**src/rtl/regbus_arbiter.sv**
```systemverilog
// Two-master round-robin arbiter for a single register-bus slave.
// Only one slave transaction is in flight; reads that never return are completed with an error.
module regbus_arbiter #(
    parameter int          TIMEOUT  = 4,
    parameter logic [31:0] ERR_DATA = 32'hDEAD_BEEF
) (
    input  logic        clk,
    input  logic        rstb,
    input  logic        m0_req,
    input  logic        m0_we,
    input  logic [3:0]  m0_be,
    input  logic [15:0] m0_addr,
    input  logic [31:0] m0_wdata,
    output logic        m0_gnt,
    output logic        m0_rvalid,
    output logic [31:0] m0_rdata,
    output logic        m0_rerr,
    input  logic        m1_req,
    input  logic        m1_we,
    input  logic [3:0]  m1_be,
    input  logic [15:0] m1_addr,
    input  logic [31:0] m1_wdata,
    output logic        m1_gnt,
    output logic        m1_rvalid,
    output logic [31:0] m1_rdata,
    output logic        m1_rerr,
    output logic        wr_en,
    output logic [3:0]  be,
    output logic [15:0] wr_addr,
    output logic [31:0] wdata,
    output logic        rd_en,
    output logic [15:0] rd_addr,
    input  logic [31:0] rdata,
    input  logic        rd_rdy
);

    localparam logic [3:0] TIMEOUT_CNT = 4'(TIMEOUT);

    typedef enum logic [2:0] {IDLE, ISSUE_WR, ISSUE_RD, RD_WAIT, RETURN} state_t;

    state_t      state_reg, state_next;
    logic        winner_reg, winner_next;       // 0 = m0, 1 = m1
    logic        last_gnt_reg, last_gnt_next;
    logic [3:0]  cnt_reg, cnt_next;
    logic        gnt0_reg, gnt0_next, gnt1_reg, gnt1_next;
    logic        rvalid0_reg, rvalid0_next, rvalid1_reg, rvalid1_next;
    logic        rerr0_reg, rerr0_next, rerr1_reg, rerr1_next;
    logic [31:0] rdata0_reg, rdata0_next, rdata1_reg, rdata1_next;
    logic        wr_en_reg, wr_en_next, rd_en_reg, rd_en_next;
    logic [3:0]  be_reg, be_next;
    logic [15:0] wr_addr_reg, wr_addr_next, rd_addr_reg, rd_addr_next;
    logic [31:0] wdata_reg, wdata_next;

    logic any_req, sel, sel_we, timeout_hit;

    // On a tie the master that was not granted last wins.
    assign any_req     = m0_req | m1_req;
    assign sel         = (m0_req & m1_req) ? ~last_gnt_reg : m1_req;
    assign sel_we      = sel ? m1_we : m0_we;
    assign timeout_hit = (cnt_reg + 4'd1) == TIMEOUT_CNT;

    always_ff @(posedge clk or negedge rstb) begin
        if (!rstb) begin
            state_reg    <= IDLE;
            winner_reg   <= 1'b0;
            last_gnt_reg <= 1'b1;
            cnt_reg      <= 4'd0;
            gnt0_reg     <= 1'b0;
            gnt1_reg     <= 1'b0;
            rvalid0_reg  <= 1'b0;
            rvalid1_reg  <= 1'b0;
            rerr0_reg    <= 1'b0;
            rerr1_reg    <= 1'b0;
            rdata0_reg   <= 32'd0;
            rdata1_reg   <= 32'd0;
            wr_en_reg    <= 1'b0;
            rd_en_reg    <= 1'b0;
            be_reg       <= 4'd0;
            wr_addr_reg  <= 16'd0;
            rd_addr_reg  <= 16'd0;
            wdata_reg    <= 32'd0;
        end else begin
            state_reg    <= state_next;
            winner_reg   <= winner_next;
            last_gnt_reg <= last_gnt_next;
            cnt_reg      <= cnt_next;
            gnt0_reg     <= gnt0_next;
            gnt1_reg     <= gnt1_next;
            rvalid0_reg  <= rvalid0_next;
            rvalid1_reg  <= rvalid1_next;
            rerr0_reg    <= rerr0_next;
            rerr1_reg    <= rerr1_next;
            rdata0_reg   <= rdata0_next;
            rdata1_reg   <= rdata1_next;
            wr_en_reg    <= wr_en_next;
            rd_en_reg    <= rd_en_next;
            be_reg       <= be_next;
            wr_addr_reg  <= wr_addr_next;
            rd_addr_reg  <= rd_addr_next;
            wdata_reg    <= wdata_next;
        end
    end

    always_comb begin
        state_next = state_reg;
        case (state_reg)
            IDLE:     if (any_req) state_next = sel_we ? ISSUE_WR : ISSUE_RD;
            ISSUE_WR: state_next = IDLE;
            ISSUE_RD: state_next = RD_WAIT;
            RD_WAIT:  if (rd_rdy || timeout_hit) state_next = RETURN;
            RETURN:   state_next = IDLE;
            default:  state_next = IDLE;
        endcase
    end

    // Strobes are computed one cycle ahead so they appear registered in the matching state.
    always_comb begin
        winner_next   = winner_reg;
        last_gnt_next = last_gnt_reg;
        cnt_next      = cnt_reg;
        gnt0_next     = 1'b0;
        gnt1_next     = 1'b0;
        rvalid0_next  = 1'b0;
        rvalid1_next  = 1'b0;
        rerr0_next    = 1'b0;
        rerr1_next    = 1'b0;
        rdata0_next   = rdata0_reg;
        rdata1_next   = rdata1_reg;
        wr_en_next    = 1'b0;
        rd_en_next    = 1'b0;
        be_next       = be_reg;
        wr_addr_next  = wr_addr_reg;
        rd_addr_next  = rd_addr_reg;
        wdata_next    = wdata_reg;
        case (state_reg)
            IDLE: begin
                if (any_req) begin
                    winner_next = sel;
                    gnt0_next   = ~sel;
                    gnt1_next   = sel;
                    if (sel_we) begin
                        wr_en_next   = 1'b1;
                        be_next      = sel ? m1_be    : m0_be;
                        wr_addr_next = sel ? m1_addr  : m0_addr;
                        wdata_next   = sel ? m1_wdata : m0_wdata;
                    end else begin
                        rd_en_next   = 1'b1;
                        rd_addr_next = sel ? m1_addr : m0_addr;
                    end
                end
            end
            ISSUE_WR: last_gnt_next = winner_reg;
            ISSUE_RD: begin
                last_gnt_next = winner_reg;
                cnt_next      = 4'd0;
            end
            RD_WAIT: begin
                if (rd_rdy) begin
                    rvalid0_next = ~winner_reg;
                    rvalid1_next = winner_reg;
                    if (winner_reg) rdata1_next = rdata;
                    else            rdata0_next = rdata;
                end else begin
                    cnt_next = cnt_reg + 4'd1;
                    if (timeout_hit) begin
                        rvalid0_next = ~winner_reg;
                        rvalid1_next = winner_reg;
                        rerr0_next   = ~winner_reg;
                        rerr1_next   = winner_reg;
                        if (winner_reg) rdata1_next = ERR_DATA;
                        else            rdata0_next = ERR_DATA;
                    end
                end
            end
            default: ;
        endcase
    end

    assign m0_gnt    = gnt0_reg;
    assign m1_gnt    = gnt1_reg;
    assign m0_rvalid = rvalid0_reg;
    assign m1_rvalid = rvalid1_reg;
    assign m0_rerr   = rerr0_reg;
    assign m1_rerr   = rerr1_reg;
    assign m0_rdata  = rdata0_reg;
    assign m1_rdata  = rdata1_reg;
    assign wr_en     = wr_en_reg;
    assign rd_en     = rd_en_reg;
    assign be        = be_reg;
    assign wr_addr   = wr_addr_reg;
    assign rd_addr   = rd_addr_reg;
    assign wdata     = wdata_reg;

endmodule
```
**config.mk**
```make
export PLATFORM = sky130hd
export DESIGN_NAME = regbus_arbiter
export DESIGN_NICKNAME = d
export VERILOG_FILES = /design/src/rtl/regbus_arbiter.sv
export SDC_FILE = /design/constraint.sdc
export NUM_CORES = 1
export LEC_CHECK = 0
export BUFFER_PORTS_ARGS = -buffer_cell sky130_fd_sc_hd__buf_2
export CAP_MARGIN = 20
export CORE_MARGIN = 8
export CORE_UTILIZATION = 47
export CTS_CLUSTER_SIZE = 8
export DETAILED_ROUTE_END_ITERATION = 8
export GPL_ROUTABILITY_DRIVEN = 0
export PLACE_DENSITY = 0.8
export SYNTH_ARGS = -nofsm -noshare
export SYNTH_HDL_FRONTEND = slang
export SYNTH_SLANG_ARGS = --single-unit
```
**constraint.sdc**
```tcl
create_clock -name clk -period 2.55 [get_ports clk]
set_clock_uncertainty 0.15 [all_clocks]
set_input_delay 0.255 -clock clk [delete_from_list [all_inputs] [get_ports clk]]
set_output_delay 0.255 -clock clk [all_outputs]
set_load 0.05 [all_outputs]
```
==> results.yml <==
setup_path:
  crit_family: "compound AO/OA/AOI/OAI gates"
  worstPathRequired_ps: 2740
  crit_fanout: 25
  path_class: "reg2reg"
  worstPathArrival_ps: 2570
  critPathSlowestCell: "dfrtp_1"
  crit_buf_inv: 1
  path_cells: "ha_1 -> nor4bb_1 -> a41o_4 -> o21ai_4 -> inv_2 -> o22a_1"
  max_stage_delay_ps: 500
  endpoint_kind: "register"
  start_kind: "register"
synth:
  synth_most_common_cell: "dfrtp_1"
  yosys-top-cells-count: "dfrtp_1, mux2_2, o22a_1"
  yosys.area.top_type_share: 0.588
  ys_types: 39
  netlist_instances: 424
  synth_seq_cells: 149
  ys_async_sr_fraction: 1.00
  synthesis.area_sq_um: 6300
  yosys.area.top_type: "dfrtp_1"
  yosysWarnings: 0
  syn-num-nets: 569
  yosysSeqAreaShare: 0.592
  synth_area_leaders: "dfrtp_1, mux2_2, o22a_1"
  syn_avg_cell_area_sq_um: 14.9
  synth_ff_type: "dfrtp_1"
  synth_edf_count: 0
floorplanning:
  core_area_sq_um: 13200
  dieArea_sq_um: 17400
  pin_count: 283
  start_util: 0.478
  die_x_um: 132
  die_h_um: 132
  rows: 42
route:
  drtIter0Drc: 265
  vias: 4877
  drtPass1Iterations: 4
  wl_per_cell_um: 19.2
  route.detailed.drc: 0
  vias_per_cell: 5.22
  ant_nets: 0
  routed_wl_um: 17900
final_layout:
  nFillCells: 968
  fin_nets: 889
  stdcell_area_sq_um: 8780
  drive_above_1_share: 0.588
  syn2layout_area_growth_pct: 39.3
clock_tree:
  cts_max_path_buffers: 2
  clkSlewWorstSetupHoldPaths_ps: 60
  cts_tree: "done"
  cts.sinks: 149
  htreeDepth: 4
  clkLatencyLatePin_ps: 410
  cts_root_buf: "clkbuf_16"
  post_cts_buffers: 0
  numCtsBuffers: 17
sta:
  hold_viol_final: 0
  tightest_slew_ps: 912
  relSlewSlack: 0.392
  tns_ps: 0
  fmaxAchievable_mhz: 422
  finalSetupViolCount: 0
  slew_violations: 0
  period_needed_ps: 2370
  rsz0062_at_grt: "no"
  finalCritPeriodShare: 0.930
place:
  hpwlAfterDp_um: 13200
  dpl_cell_area_sq_um: 7850
  portBuffers: 282
power_and_ir_drop:
  vdd_ir_drop_max_mv: 1.11
  leakage_uw: 0.00427
  power_density_nw_per_um2: 1600
grt:
  track_usage: 0.206
  grt_max_degree: 69
  first_global_vias: 5581
  grt_pass1_wl_um: 28800
  antenna_found_initial: 1
  grt-ovfl-total: 0
job:
  max_cap_violations: 0
status:
  status: "finished clean"
worst_hold_path:
  hold_path_class: "in2reg"
[layout by cell type (no fill, tap or decap), drive strengths merged]
cell,instances
buf,292
dfrtp,148
mux2,122
o22a,48
dlygate4sd3,33
clkbuf,22
a22o,16
nand2,9
o21ai,9
nor2,8
inv,8
nor3,5
clkinvlp,4
mux2i,3
and3,3
a21oi,3
and2,3
nand3b,2
ha,2
bufinv,2
clkinv,2
diode,1
a21boi,1
or2,1
a21bo,1
nor4bb,1
a41o,1
a41oi,1
nor4,1
nor2b,1
nand2b,1
a21o,1
xnor2,1
nand4,1
dfstp,1
[cell families after synthesis]
| family | after synthesis | share of synthesized area |
|---|---|---|
| buf+inv | 30 | 0.0327 |
| mux | 125 | 0.229 |
| xor+xnor | 1 | 0.00139 |
| flops | 149 | 0.592 |
| simple gates | 36 | 0.0302 |
| compound gates | 81 | 0.111 |
| fa+ha+maj | 2 | 0.00397 |
[timing repair]
action | in CTS | in global routing
hold buffers | 33 | 0
resized for setup | 0 | 0
endpoints found under the hold margin | 129 | 0
[final timing paths]
kind	end	cells after the start	from	slack [ps]
max	m1_rdata[10]	6	cnt_reg[0]	180
min	wdata[30]	3	m0_wdata[30]	30
max reg2reg	m1_rdata[10]	6	cnt_reg[0]	180
min reg2reg	m1_rdata[0]	1	m1_rdata[0]	330
max in group asynchronous	last_gnt_reg	3	rstb	1140
min in group asynchronous	m1_rdata[17]	2	rstb	250
[per-layer routing]
layer,vias to the layer above,share of wire,track usage
met4,0,0.035,0.107
met1,2431,0.38,0.223
met3,42,0.058,0.0652
met2,184,0.53,0.357
li1,2220,-,-
met5,-,0,0
[through the flow]
| stage | setup WS, ps | hold slack (ps) | utilization | instances | power, uW |
|---|---|---|---|---|---|
| final | 179 | 33.3 | 0.666 | 934 | 14000 |
| after global routing | 62.3 | 31.0 | 0.666 | 934 | 14600 |
| after CTS | 224 | 18.1 | 0.666 | 933 | 14100 |
| after detailed placement | 280 | 136 | 0.595 | 868 | 11600 |
| after global placement | 365 | 123 | 0.595 | 868 | 11400 |
| after floorplan | 560 | -191 | - | 424 | 9690 |
[worst min-delay path, delay by kind of cell]
| kind | cells | cell delay [ps] |
|---|---|---|
| muxes | 2 | 230 |
| buffers and inverters | 1 | 70 |
[layout make-up]
type | count | area (sq um) | share of cell area
Sequential cell | 149 | 3730 | 0.425
Multi-Input combinational cell | 245 | 2370 | 0.270
Timing Repair Buffer | 325 | 1840 | 0.209
Clock buffer | 22 | 474 | 0.0540
Tap cell | 176 | 220 | 0.0251
Clock inverter | 10 | 121 | 0.0138
Inverter | 6 | 22.5 | 0.00256
Antenna cell | 1 | 2.50 | 0.000285
[report_power, final]
group / switching [uW] / leakage [uW] / internal [uW]
combinational: 5290 / 0.00221 / 2060
sequential: 670 / 0.00178 / 3510
clock: 986 / 0.000279 / 1530
total: 6950 / 0.00427 / 7090
No activity file was read; power rests on OpenSTA's default activity.
